File: config.mk
export PLATFORM = sky130hd
export DESIGN_NAME = matmul2x2_seq_ctrl
export DESIGN_NICKNAME = d
export VERILOG_FILES = /design/src/rtl/matmul2x2_seq_ctrl.sv
export SDC_FILE = /design/constraint.sdc
export NUM_CORES = 1
export LEC_CHECK = 0
export CAP_MARGIN = 0
export CORE_ASPECT_RATIO = 1.75
export CORE_MARGIN = 10
export CORE_UTILIZATION = 55
export CTS_CLUSTER_DIAMETER = 150
export DETAILED_ROUTE_END_ITERATION = 12
export DONT_BUFFER_PORTS = 1
export PLACE_DENSITY = 0.79
export SYNTH_ARGS = -nofsm -noshare
export SYNTH_HDL_FRONTEND = slang
export SYNTH_SLANG_ARGS = --single-unit
File: constraint.sdc
create_clock -name clk -period 5.7 [get_ports clk]
set_clock_uncertainty 0.2 [all_clocks]
set_input_delay 0 -clock clk [delete_from_list [all_inputs] [get_ports clk]]
set_output_delay 0 -clock clk [all_outputs]
set_load 0.1 [all_outputs]
File: src/rtl/matmul2x2_seq_ctrl.sv
// Sequenced 2x2 matrix multiplier: one shared DW x DW MAC steps the i/j/k loop nest, one step per clock.
// Optional build macro MATMUL_SAT_EN: saturate each element to 2^DW-1 and add a sticky sat_flag output.
module matmul2x2_seq_ctrl #(
    parameter int DW = 8
) (
    input  logic            clk,
    input  logic            rst_n,
    input  logic            in_valid,
    output logic            in_ready,
    input  logic [4*DW-1:0] A,
    input  logic [4*DW-1:0] B,
    output logic            out_valid,
    input  logic            out_ready,
    output logic [4*DW-1:0] Res,
`ifdef MATMUL_SAT_EN
    output logic            sat_flag,
`endif
    output logic            busy
);

    typedef enum logic [1:0] {
        S_IDLE = 2'd0,
        S_CALC = 2'd1,
        S_DONE = 2'd2
    } state_t;

    state_t            r_state;
    state_t            w_next_state;

    logic [4*DW-1:0]   r_a;
    logic [4*DW-1:0]   r_b;
    logic [2:0]        r_step;
    logic [2*DW:0]     r_acc;
    logic [DW-1:0]     r_res_el [4];

    logic              w_i;
    logic              w_j;
    logic              w_k;
    logic              w_accept;
    logic [DW-1:0]     w_a_el [4];
    logic [DW-1:0]     w_b_el [4];
    logic [DW-1:0]     w_a_sel;
    logic [DW-1:0]     w_b_sel;
    logic [2*DW-1:0]   w_prod;
    logic [2*DW:0]     w_acc_next;
    logic [DW-1:0]     w_elem;

    // Step counter bits are the loop indices: s = {i, j, k}.
    assign w_i = r_step[2];
    assign w_j = r_step[1];
    assign w_k = r_step[0];

    // Element e of a packed matrix sits at row e/2, column e%2, element 0 in the MSBs.
    always_comb begin
        for (int e = 0; e < 4; e++) begin
            w_a_el[e] = r_a[(3-e)*DW +: DW];
            w_b_el[e] = r_b[(3-e)*DW +: DW];
        end
    end

    assign w_a_sel    = w_a_el[{w_i, w_k}];
    assign w_b_sel    = w_b_el[{w_k, w_j}];
    assign w_prod     = {{DW{1'b0}}, w_a_sel} * {{DW{1'b0}}, w_b_sel};
    assign w_acc_next = (w_k ? r_acc : '0) + {1'b0, w_prod};
    assign w_accept   = (r_state == S_IDLE) && in_valid;

`ifdef MATMUL_SAT_EN
    logic w_sat;
    logic r_sat;

    assign w_sat    = |w_acc_next[2*DW:DW];
    assign w_elem   = w_sat ? {DW{1'b1}} : w_acc_next[DW-1:0];
    assign sat_flag = r_sat;

    always_ff @(posedge clk or negedge rst_n) begin
        if (!rst_n) begin
            r_sat <= 1'b0;
        end else if (w_accept) begin
            r_sat <= 1'b0;
        end else if (r_state == S_CALC && w_k && w_sat) begin
            r_sat <= 1'b1;
        end
    end
`else
    assign w_elem = w_acc_next[DW-1:0];
`endif

    always_ff @(posedge clk or negedge rst_n) begin
        if (!rst_n) begin
            r_state <= S_IDLE;
        end else begin
            r_state <= w_next_state;
        end
    end

    // NOTE: every output is decoded from r_state alone, so in_valid/out_ready never reach an output combinationally.
    always_comb begin
        w_next_state = r_state;
        in_ready     = 1'b0;
        busy         = 1'b0;
        out_valid    = 1'b0;
        case (r_state)
            S_IDLE: begin
                in_ready = 1'b1;
                if (in_valid) w_next_state = S_CALC;
            end
            S_CALC: begin
                busy = 1'b1;
                if (r_step == 3'd7) w_next_state = S_DONE;
            end
            S_DONE: begin
                busy      = 1'b1;
                out_valid = 1'b1;
                if (out_ready) w_next_state = S_IDLE;
            end
            default: w_next_state = S_IDLE;
        endcase
    end

    // Result elements are reset too: an aborted operation must leave Res at zero.
    always_ff @(posedge clk or negedge rst_n) begin
        if (!rst_n) begin
            r_a    <= '0;
            r_b    <= '0;
            r_step <= '0;
            r_acc  <= '0;
            for (int e = 0; e < 4; e++) r_res_el[e] <= '0;
        end else if (w_accept) begin
            r_a    <= A;
            r_b    <= B;
            r_step <= '0;
            r_acc  <= '0;
        end else if (r_state == S_CALC) begin
            r_acc  <= w_acc_next;
            r_step <= r_step + 3'd1;
            if (w_k) r_res_el[{w_i, w_j}] <= w_elem;
        end
    end

    assign Res = {r_res_el[0], r_res_el[1], r_res_el[2], r_res_el[3]};

endmodule

* Word level (Yosys, flattened, before mapping)
Cells that the tools add are included.
Cells by class: bitwise operators 4, multiply operators 1, divide/modulo/power cells 0, $add $sub $neg 2, equal/unequal tests 6, $lt $le $gt $ge 4, reductions and logical operators 7, multiplexer cells 21, shift-type cells 0
Operators by type and width (count):
- $mux W17 | 3
- $mux W8 | 5
- $bmux W8 S2 | 2
- $bwmux W32 | 1
- $add A17 B16 Y17 | 1
- $demux W8 S2 | 1
- $mul A8 B8 Y16 | 1
- $ge A3 B3 Y1 const B | 3
- $not A2 Y3 | 3
- $mux W2 | 3
- $mux W3 | 2
- $ne A2 B2 Y1 const B | 3
- $pmux W2 S3 | 1
- $reduce_and A3 Y1 | 2
- $add A3 B1 Y3 const B | 1
- $eq A3 B3 Y1 const B | 1
- $lt A3 B1 Y1 const B | 1
- $mux W1 | 3
- $eq A2 B1 Y1 const B | 1
- $eq A2 B2 Y1 const B | 1
- $logic_and A1 B1 Y1 | 2
- $logic_not A2 Y1 | 1
- $reduce_bool A2 Y1 | 1
- $reduce_or A2 Y1 | 1
- $not A1 Y1 | 1
Storage, ports and cells: bits in latches 0, memories kept 0, logic and storage cells 54, flip-flop bits (word level) 118, bits in read-only memories 0, input bits 68, output and inout bits 35, bits in writable memories 0

* Depth between registers and ports, before layout
Gate-level depths: netlist of the first run.
depth after elaboration 8, gate-level depth with buffers 18, gate-level depth less buffers 16

* Worst setup path after synthesis of the first run
OpenSTA, ideal clock, no wires.
kind register to register, start reg r_step[1], end reg r_res_el (netlist bit Res[15]), slack 0.548 ns, period minus slack after synthesis 5.152 ns, cell stages (with the launch flop) 17, data required time 5.375 ns, data arrival time 4.827 ns, library setup time 0.125 ns, path buffers 1, cells stage by stage dfrtp_1 > buf_6 > mux4_1 > and2_1 > fa_1 > fa_1 > ha_1 > inv_1 > fa_1 > inv_1 > ha_1 > a21o_1 > a21oi_1 > xnor2_1 > xnor2_1 > xnor3_1 > mux2_2
On the way: longest elaborated chain between the ends 7, elaborated cells between the ends (all ways) 13, classes of those cells 1 x add/sub; 1 x mul; 2 x order compare; 6 x mux; 2 x bitwise; 1 x reduce/logical
Ends and longest elaborated chain:
- start: declaration | RTL line 32 | logic [2:0] r_step;
- start signal: assignment | RTL line 135 | r_step <= r_step + 3'd1;
- $not A2 Y3 (not written as such) | RTL line 62 | assign w_b_sel = w_b_el[{w_k, w_j}];
- $bmux W8 S2 | RTL line 62
- $mux W8 (not written as such) (2 in series) | RTL line 62
- $mul A8 B8 Y16 | RTL line 63 | assign w_prod = {{DW{1'b0}}, w_a_sel} * {{DW{1'b0}}, w_b_sel};
- $add A17 B16 Y17 | RTL line 64 | assign w_acc_next = (w_k ? r_acc : '0) + {1'b0, w_prod};
- $bwmux W32 (*) | RTL line 136 | if (w_k) r_res_el[{w_i, w_j}] <= w_elem;
- end signal: indexed assignment | RTL line 136
- end: declaration | RTL line 34 | logic [DW-1:0] r_res_el [4];
Every way passes the cells marked *; elsewhere a longest branch is shown, timed or not. The select of a mux whose other input is x is not followed. A chain may end at the register's enable or synchronous reset.

* Worst setup path after layout of the first run
start reg r_step[1], end reg r_res_el (netlist bit Res[7])
The elaborated chain is that of the path after synthesis.

==> results of run 1 <==
sequential cells by signal, indices dropped and copies added (netlist names):
name and count:
r_state 2, r_step 3, r_a 32, Res 32
r_acc 8, r_b 32
Yosys cell counts, drive strengths merged:
| master | count |
|---|---|
| and2 | 18 |
| mux2 | 28 |
| nand3 | 1 |
| clkbuf | 16 |
| mux2i | 8 |
| nand4 | 1 |
| dfrtp | 109 |
| fa | 18 |
| xnor2 | 11 |
| a21oi | 6 |
| ha | 22 |
| or2 | 1 |
| mux4 | 16 |
| inv | 32 |
| o22ai | 1 |
| a21o | 2 |
| buf | 7 |
| nor2 | 14 |
| a211oi | 1 |
| xor2 | 4 |
| nor3 | 2 |
| nand2 | 223 |
| xnor3 | 2 |
| o21ai | 4 |
| o21ba | 1 |
per-stage QoR:
step	instances	util (%)	setup WS, ps	hold WS, ps	cell area (um2)
after floorplan	548	-	548	-496	5670
after global placement	655	56.7	318	-488	5770
after detailed placement	655	56.7	195	-488	5770
after CTS	739	66.6	137	9.13	6780
after global routing	740	66.6	38.2	61.5	6780
final	741	66.6	247	2.16	6780
cell families (layout without fill, tap and decap cells):
logic type / Yosys count / count (layout)
adders and majority gates: 40 / 40
AOI/OAI and AO/OA: 15 / 15
and+or+nand+nor: 260 / 260
muxes: 52 / 52
xor gates and xnor gates: 17 / 17
other: 0 / 2
buffers and inverters: 55 / 119
DFF: 109 / 109
metal layers:
| metal | up-vias | routed length, um |
|---|---|---|
| li1 | 1863 | - |
| met1 | 2046 | 4850 |
| met2 | 172 | 7720 |
| met3 | 58 | 743 |
| met4 | 0 | 773 |
| met5 | - | 0 |
area by class of cell:
| class | instances | share of cell area, % |
|---|---|---|
| tap | 127 | 2.34 |
| antenna | 2 | 0.0738 |
| clock inverter | 7 | 1.27 |
| inverter | 32 | 1.77 |
| clock buffer | 9 | 3.32 |
| sequential | 109 | 40.2 |
| timing repair buffer | 71 | 10.8 |
| multi-input combinational | 384 | 40.2 |
worst max-delay path by stage:
stage                                from                  end  slack, ps  cells past startpoint
global route        r_step[2]$_DFFE_PN0P_  Res[15]$_DFFE_PN0P_         40                     16
floorplan           r_step[1]$_DFFE_PN0P_  Res[15]$_DFFE_PN0P_        550                     16
finish              r_step[1]$_DFFE_PN0P_   Res[7]$_DFFE_PN0P_        250                     15
global placement    r_step[1]$_DFFE_PN0P_  Res[31]$_DFFE_PN0P_        320                     15
CTS                 r_step[1]$_DFFE_PN0P_   Res[7]$_DFFE_PN0P_        140                     16
detailed placement  r_step[1]$_DFFE_PN0P_  Res[15]$_DFFE_PN0P_        190                     16
repair_timing:
action,in CTS,in global routing
endpoints found under the hold margin,175,0
hold buffers,68,0
setup endpoints to repair,0,4
gates resized for setup,0,1
==> reports/qor.yml, run 1 <==
critical_path:
  cp.arrival_ps: 5500
  path_cells: "mux4_1, and2_1, fa_1, fa_1, ha_1, inv_1, fa_1, inv_1, ha_1, a21o_1, a21oi_1, xnor2_1, xnor2_1, xnor3_1, mux2_2"
  cpLargestDelayFamily: "adder cells"
  path_common_cell: "fa_1"
  cp_slowest_cell: "mux4_1"
  startpoint_type: "flip-flop"
  worst-path-buf-inv: 2
  path_class: "reg -> reg"
  worstSetupEndpointType: "flip-flop"
  reg2reg_from: "r_step[1]$_DFFE_PN0P_"
  ff2ff_path_depth: 15
  cp.required_ps: 5740
  reg2reg_slack_ps: 250
  cp_max_fo: 8
  cpPeakStageDelay_ps: 730
  rr_endpoint: "Res[7]$_DFFE_PN0P_"
timing:
  slew_violations: 0
  setup_viol: 0
  rsz0062_at_grt: "false"
  hold_viol: 0
  tightestPinTransition_ps: 1300
  max_freq_mhz: 183
  fin_crit_sh_pct: 95.7
  max_slew_margin_pct: 13.6
  fin_setup_tns_ps: 0
  period_needed_ps: 5450
floorplan:
  dieHeight_um: 154
  die-width_um: 96.8
  num_io_pins: 103
  coreArea_um2: 10200
  die_area_um2: 14900
  initial_core_util_pct: 55.7
  rows: 49
clock_network:
  cts.clk_slew.worst_paths_ps: 90
  clock-sinks: 109
  numCtsBuffers: 9
  cts_tree: "done"
  clock_path_buffers: 2
  cts_setup_buffers: 0
  clk_latency_ps: 360
  htree_levels: 3
  ctsRootBufferMaster: "clkbuf_16"
route:
  drt-pass1-iter-count: 4
  wl_per_cell_um: 19.0
  drt_iter0_markers: 232
  drt_wl_total_um: 14100
  via_count: 4139
  vias_per_cell: 5.59
  drc: 0
  drtAntennaViolNets: 0
layout:
  mostFrequentLayoutCells: "221 x nand2_1, 108 x dfrtp_1, 67 x dlygate4sd3_1"
  nets: 715
  syn2layout_area_growth_pct: 19.6
  multi_input_area_um2: 2730
  fillers: 746
  drive_above_1_share_pct: 10.8
  area.sequential_um2: 2730
  layout_commonest_cell: "nand2_1"
logic_synthesis:
  yosysWarnings: 0
  synth_compound_area_share_pct: 1.57
  netlist_instances: 548
  synth_top_family_by_area: "simple AND/OR/NAND/NOR gates"
  synth_cell_types: 30
  synthDominantCellAreaShare_pct: 48.1
  synth_seq_cells: 109
  yosys.area_share.simple_pct: 18.4
  synthAdderAreaFrac_pct: 11.2
  netlist_area_um2: 5670
  yosysSeqAreaShare_pct: 48.1
  avgSynthCellArea_um2: 10.3
  syn_nets: 656
  synth-xor-area-share_pct: 3.11
  synth_area_leaders: "dfrtp_1 48%, nand2_1 15%, fa_1 6.4%"
  synth.mux.area_fraction_pct: 13.7
  synth.largest_area_cell: "dfrtp_1"
global_routing:
  grt_max_degree: 110
  use_met2_pct: 34.8
  grt_usage_pct: 19.1
  grt_pass1_vias: 4644
  grt_util_met3_pct: 4.64
  grt_pass1_wl_um: 23200
  met1_usage_pct: 18.6
  grt_overflow_total: 0
  antenna_found_initial: 1
  top_usage_layer: "met2"
placement:
  routabilityCongestion: 0.821
  place.detailed.hpwl_um: 9420
  port_buffers: 0
hold_path:
  hold_class: "in -> async"
outcome:
  status: "finished clean"
run:
  maxCapViolations: 0
Power of run 1 is left out: the tool's default activity adds up to more than one toggle a clock period on the data nets, which glitch-free logic cannot reach.
==> inputs of run 2 (changes only) <==
--- a/config.mk
+++ b/config.mk
@@ -6,13 +6,13 @@
 export NUM_CORES = 1
 export LEC_CHECK = 0
 export CAP_MARGIN = 0
-export CORE_ASPECT_RATIO = 1.75
+export CORE_ASPECT_RATIO = 1.2
 export CORE_MARGIN = 10
 export CORE_UTILIZATION = 55
-export CTS_CLUSTER_DIAMETER = 150
 export DETAILED_ROUTE_END_ITERATION = 12
 export DONT_BUFFER_PORTS = 1
 export PLACE_DENSITY = 0.79
+export REMOVE_ABC_BUFFERS = 1
 export SYNTH_ARGS = -nofsm -noshare
 export SYNTH_HDL_FRONTEND = slang
 export SYNTH_SLANG_ARGS = --single-unit
==> run 2 against run 1 <==
  * Maximum frequency up 0.70%
  * Count of clock-buffer cells in the layout is 2 higher
  * Hold slack better by 57 ps
  * Global-route usage about the same
  * Sequential share of layout area decreased by 0.29 points
  * Die area shrank 0.96%
  * Flip-flop and latch count stayed put
  * Final cell count increased by 0.40%
  * Via count fell by 1.7%
  * Worst setup slack better by 38 ps
  * Non-clock buffer count increased by 5
==> reports/qor.yml, run 2 (synthesized netlist as in run 1, its figures left out) <==
outcome:
  status: "finished clean"
global_routing:
  antenna_found_initial: 1
  top_usage_layer: "met2"
  use_met2_pct: 33.7
  grt_usage_pct: 19.1
  grt_pass1_wl_um: 23000
  grt_util_met3_pct: 4.60
  grt_pass1_vias: 4511
  grt_overflow_total: 0
  met1_usage_pct: 21.5
  grt_max_degree: 110
floorplan:
  coreArea_um2: 10100
  rows: 40
  die-width_um: 113
  initial_core_util_pct: 56.4
  die_area_um2: 14800
  dieHeight_um: 131
  num_io_pins: 103
layout:
  nets: 720
  final_core_util_pct: 67.9
  drive_above_1_share_pct: 11.2
  layout_commonest_cell: "nand2_1"
  final_cells: 744
  syn2layout_area_growth_pct: 20.5
  mostFrequentLayoutCells: "221 x nand2_1, 108 x dfrtp_1, 68 x dlygate4sd3_1"
clock_network:
  clk_latency_ps: 360
  cts_tree: "done"
  cts.clk_slew.worst_paths_ps: 70
  clock_path_buffers: 2
  clock-sinks: 109
  htree_levels: 3
  ctsRootBufferMaster: "clkbuf_16"
  numCtsBuffers: 9
  cts_setup_buffers: 0
critical_path:
  cpPeakStageDelay_ps: 610
  cp.required_ps: 5740
  worstSetupEndpointType: "flip-flop"
  startpoint_type: "flip-flop"
  cp_slowest_cell: "mux4_2"
  path_cells: "buf_4, mux4_2, and2_1, fa_1, ha_1, ha_1, fa_1, ha_1, fa_1, a21o_1, a21oi_1, xnor2_1, xnor2_1, xnor3_1, mux2_2"
  cp_max_fo: 7
  cp.arrival_ps: 5450
  path_class: "reg -> reg"
  reg2reg_slack_ps: 290
placement:
  dp_cells: 658
  place.detailed.hpwl_um: 8990
  pre_cts_slack_ps: 288
  routabilityCongestion: 0.866
  port_buffers: 0
timing:
  period_needed_ps: 5410
  slew_violations: 0
  rsz0062_at_grt: "false"
  fin_crit_sh_pct: 95.0
  max_freq_mhz: 185
  setup_viol: 0
  tightestPinTransition_ps: 1320
  fin_setup_tns_ps: 0
  setup_slack_ps: 285
  hold_viol: 0
  max_slew_margin_pct: 12.2
route:
  drt_iter0_markers: 233
  drtAntennaViolNets: 0
  drc: 0
  wl_per_cell_um: 18.5
  drt-pass1-iter-count: 5
  drt_wl_total_um: 13800
  via_count: 4067
  vias_per_cell: 5.47
hold_path:
  hold_class: "in -> async"
run:
  maxCapViolations: 0
-- run 2: cell types whose count changed in the layout (fill, tap and decap cells not counted) --
cell,before,now
buf_4,2,6
bufinv_16,0,2
clkinv_8,2,0
clkbuf_1,0,1
clkbuf_8,0,1
clkinv_2,0,1
clkinv_4,2,1
diode_2,2,1
dlygate4sd3_1,67,68
inv_12,1,0
inv_8,1,0
-- run 2: what timing repair did --
action,CTS,global route
hold buffers,69,0
endpoints found under the hold margin,177,0
endpoints found under the setup margin,0,4
resized for setup,0,1
-- run 2: worst paths after layout --
path / start / depth (start not counted) / end
setup / recovery: r_step[0]$_DFFE_PN0P_ / 15 / Res[23]$_DFFE_PN0P_
hold / removal: rst_n / 2 / r_a[25]$_DFFE_PN0P_
setup reg to reg: r_step[0]$_DFFE_PN0P_ / 15 / Res[23]$_DFFE_PN0P_
hold reg to reg: r_b[15]$_DFFE_PN0P_ / 2 / r_b[15]$_DFFE_PN0P_
max in group asynchronous: rst_n / 2 / Res[21]$_DFFE_PN0P_
min in group clk: A[8] / 3 / r_a[8]$_DFFE_PN0P_
-- run 2: routing by layer --
metal	part of all wire, %	routed length, um
met5	0	0
met4	2.5	342
met3	4.8	659
met2	55	7560
met1	38	5210
-- run 2: cell type report --
cell class	count	area [um2]
antenna	1	2.50
inverter	32	120
sequential	109	2730
clock inverter	5	82.6
fill	715	3230
clock buffer	11	243
tap	126	158
timing repair buffer	76	773
multi-input combinational	384	2730
-- run 2: per-stage QoR --
stage	hold WS [ps]	cell area [um2]
finish	59.2	6830
detailed placement	-492	5800
global placement	-491	5800
floorplan	-496	5570
CTS	61.3	6830
global route	99.2	6830
-- run 2: critical path, delay by kind of cell (launching register included) --
kind	cells	cell delay (ps)
mux	2	900
xor+xnor	3	730
buf+inv	1	210
simple gates	1	210
fa+ha+maj	6	2220
compound gates	2	350
flops	1	490
Power of run 2 is left out for the same reason.
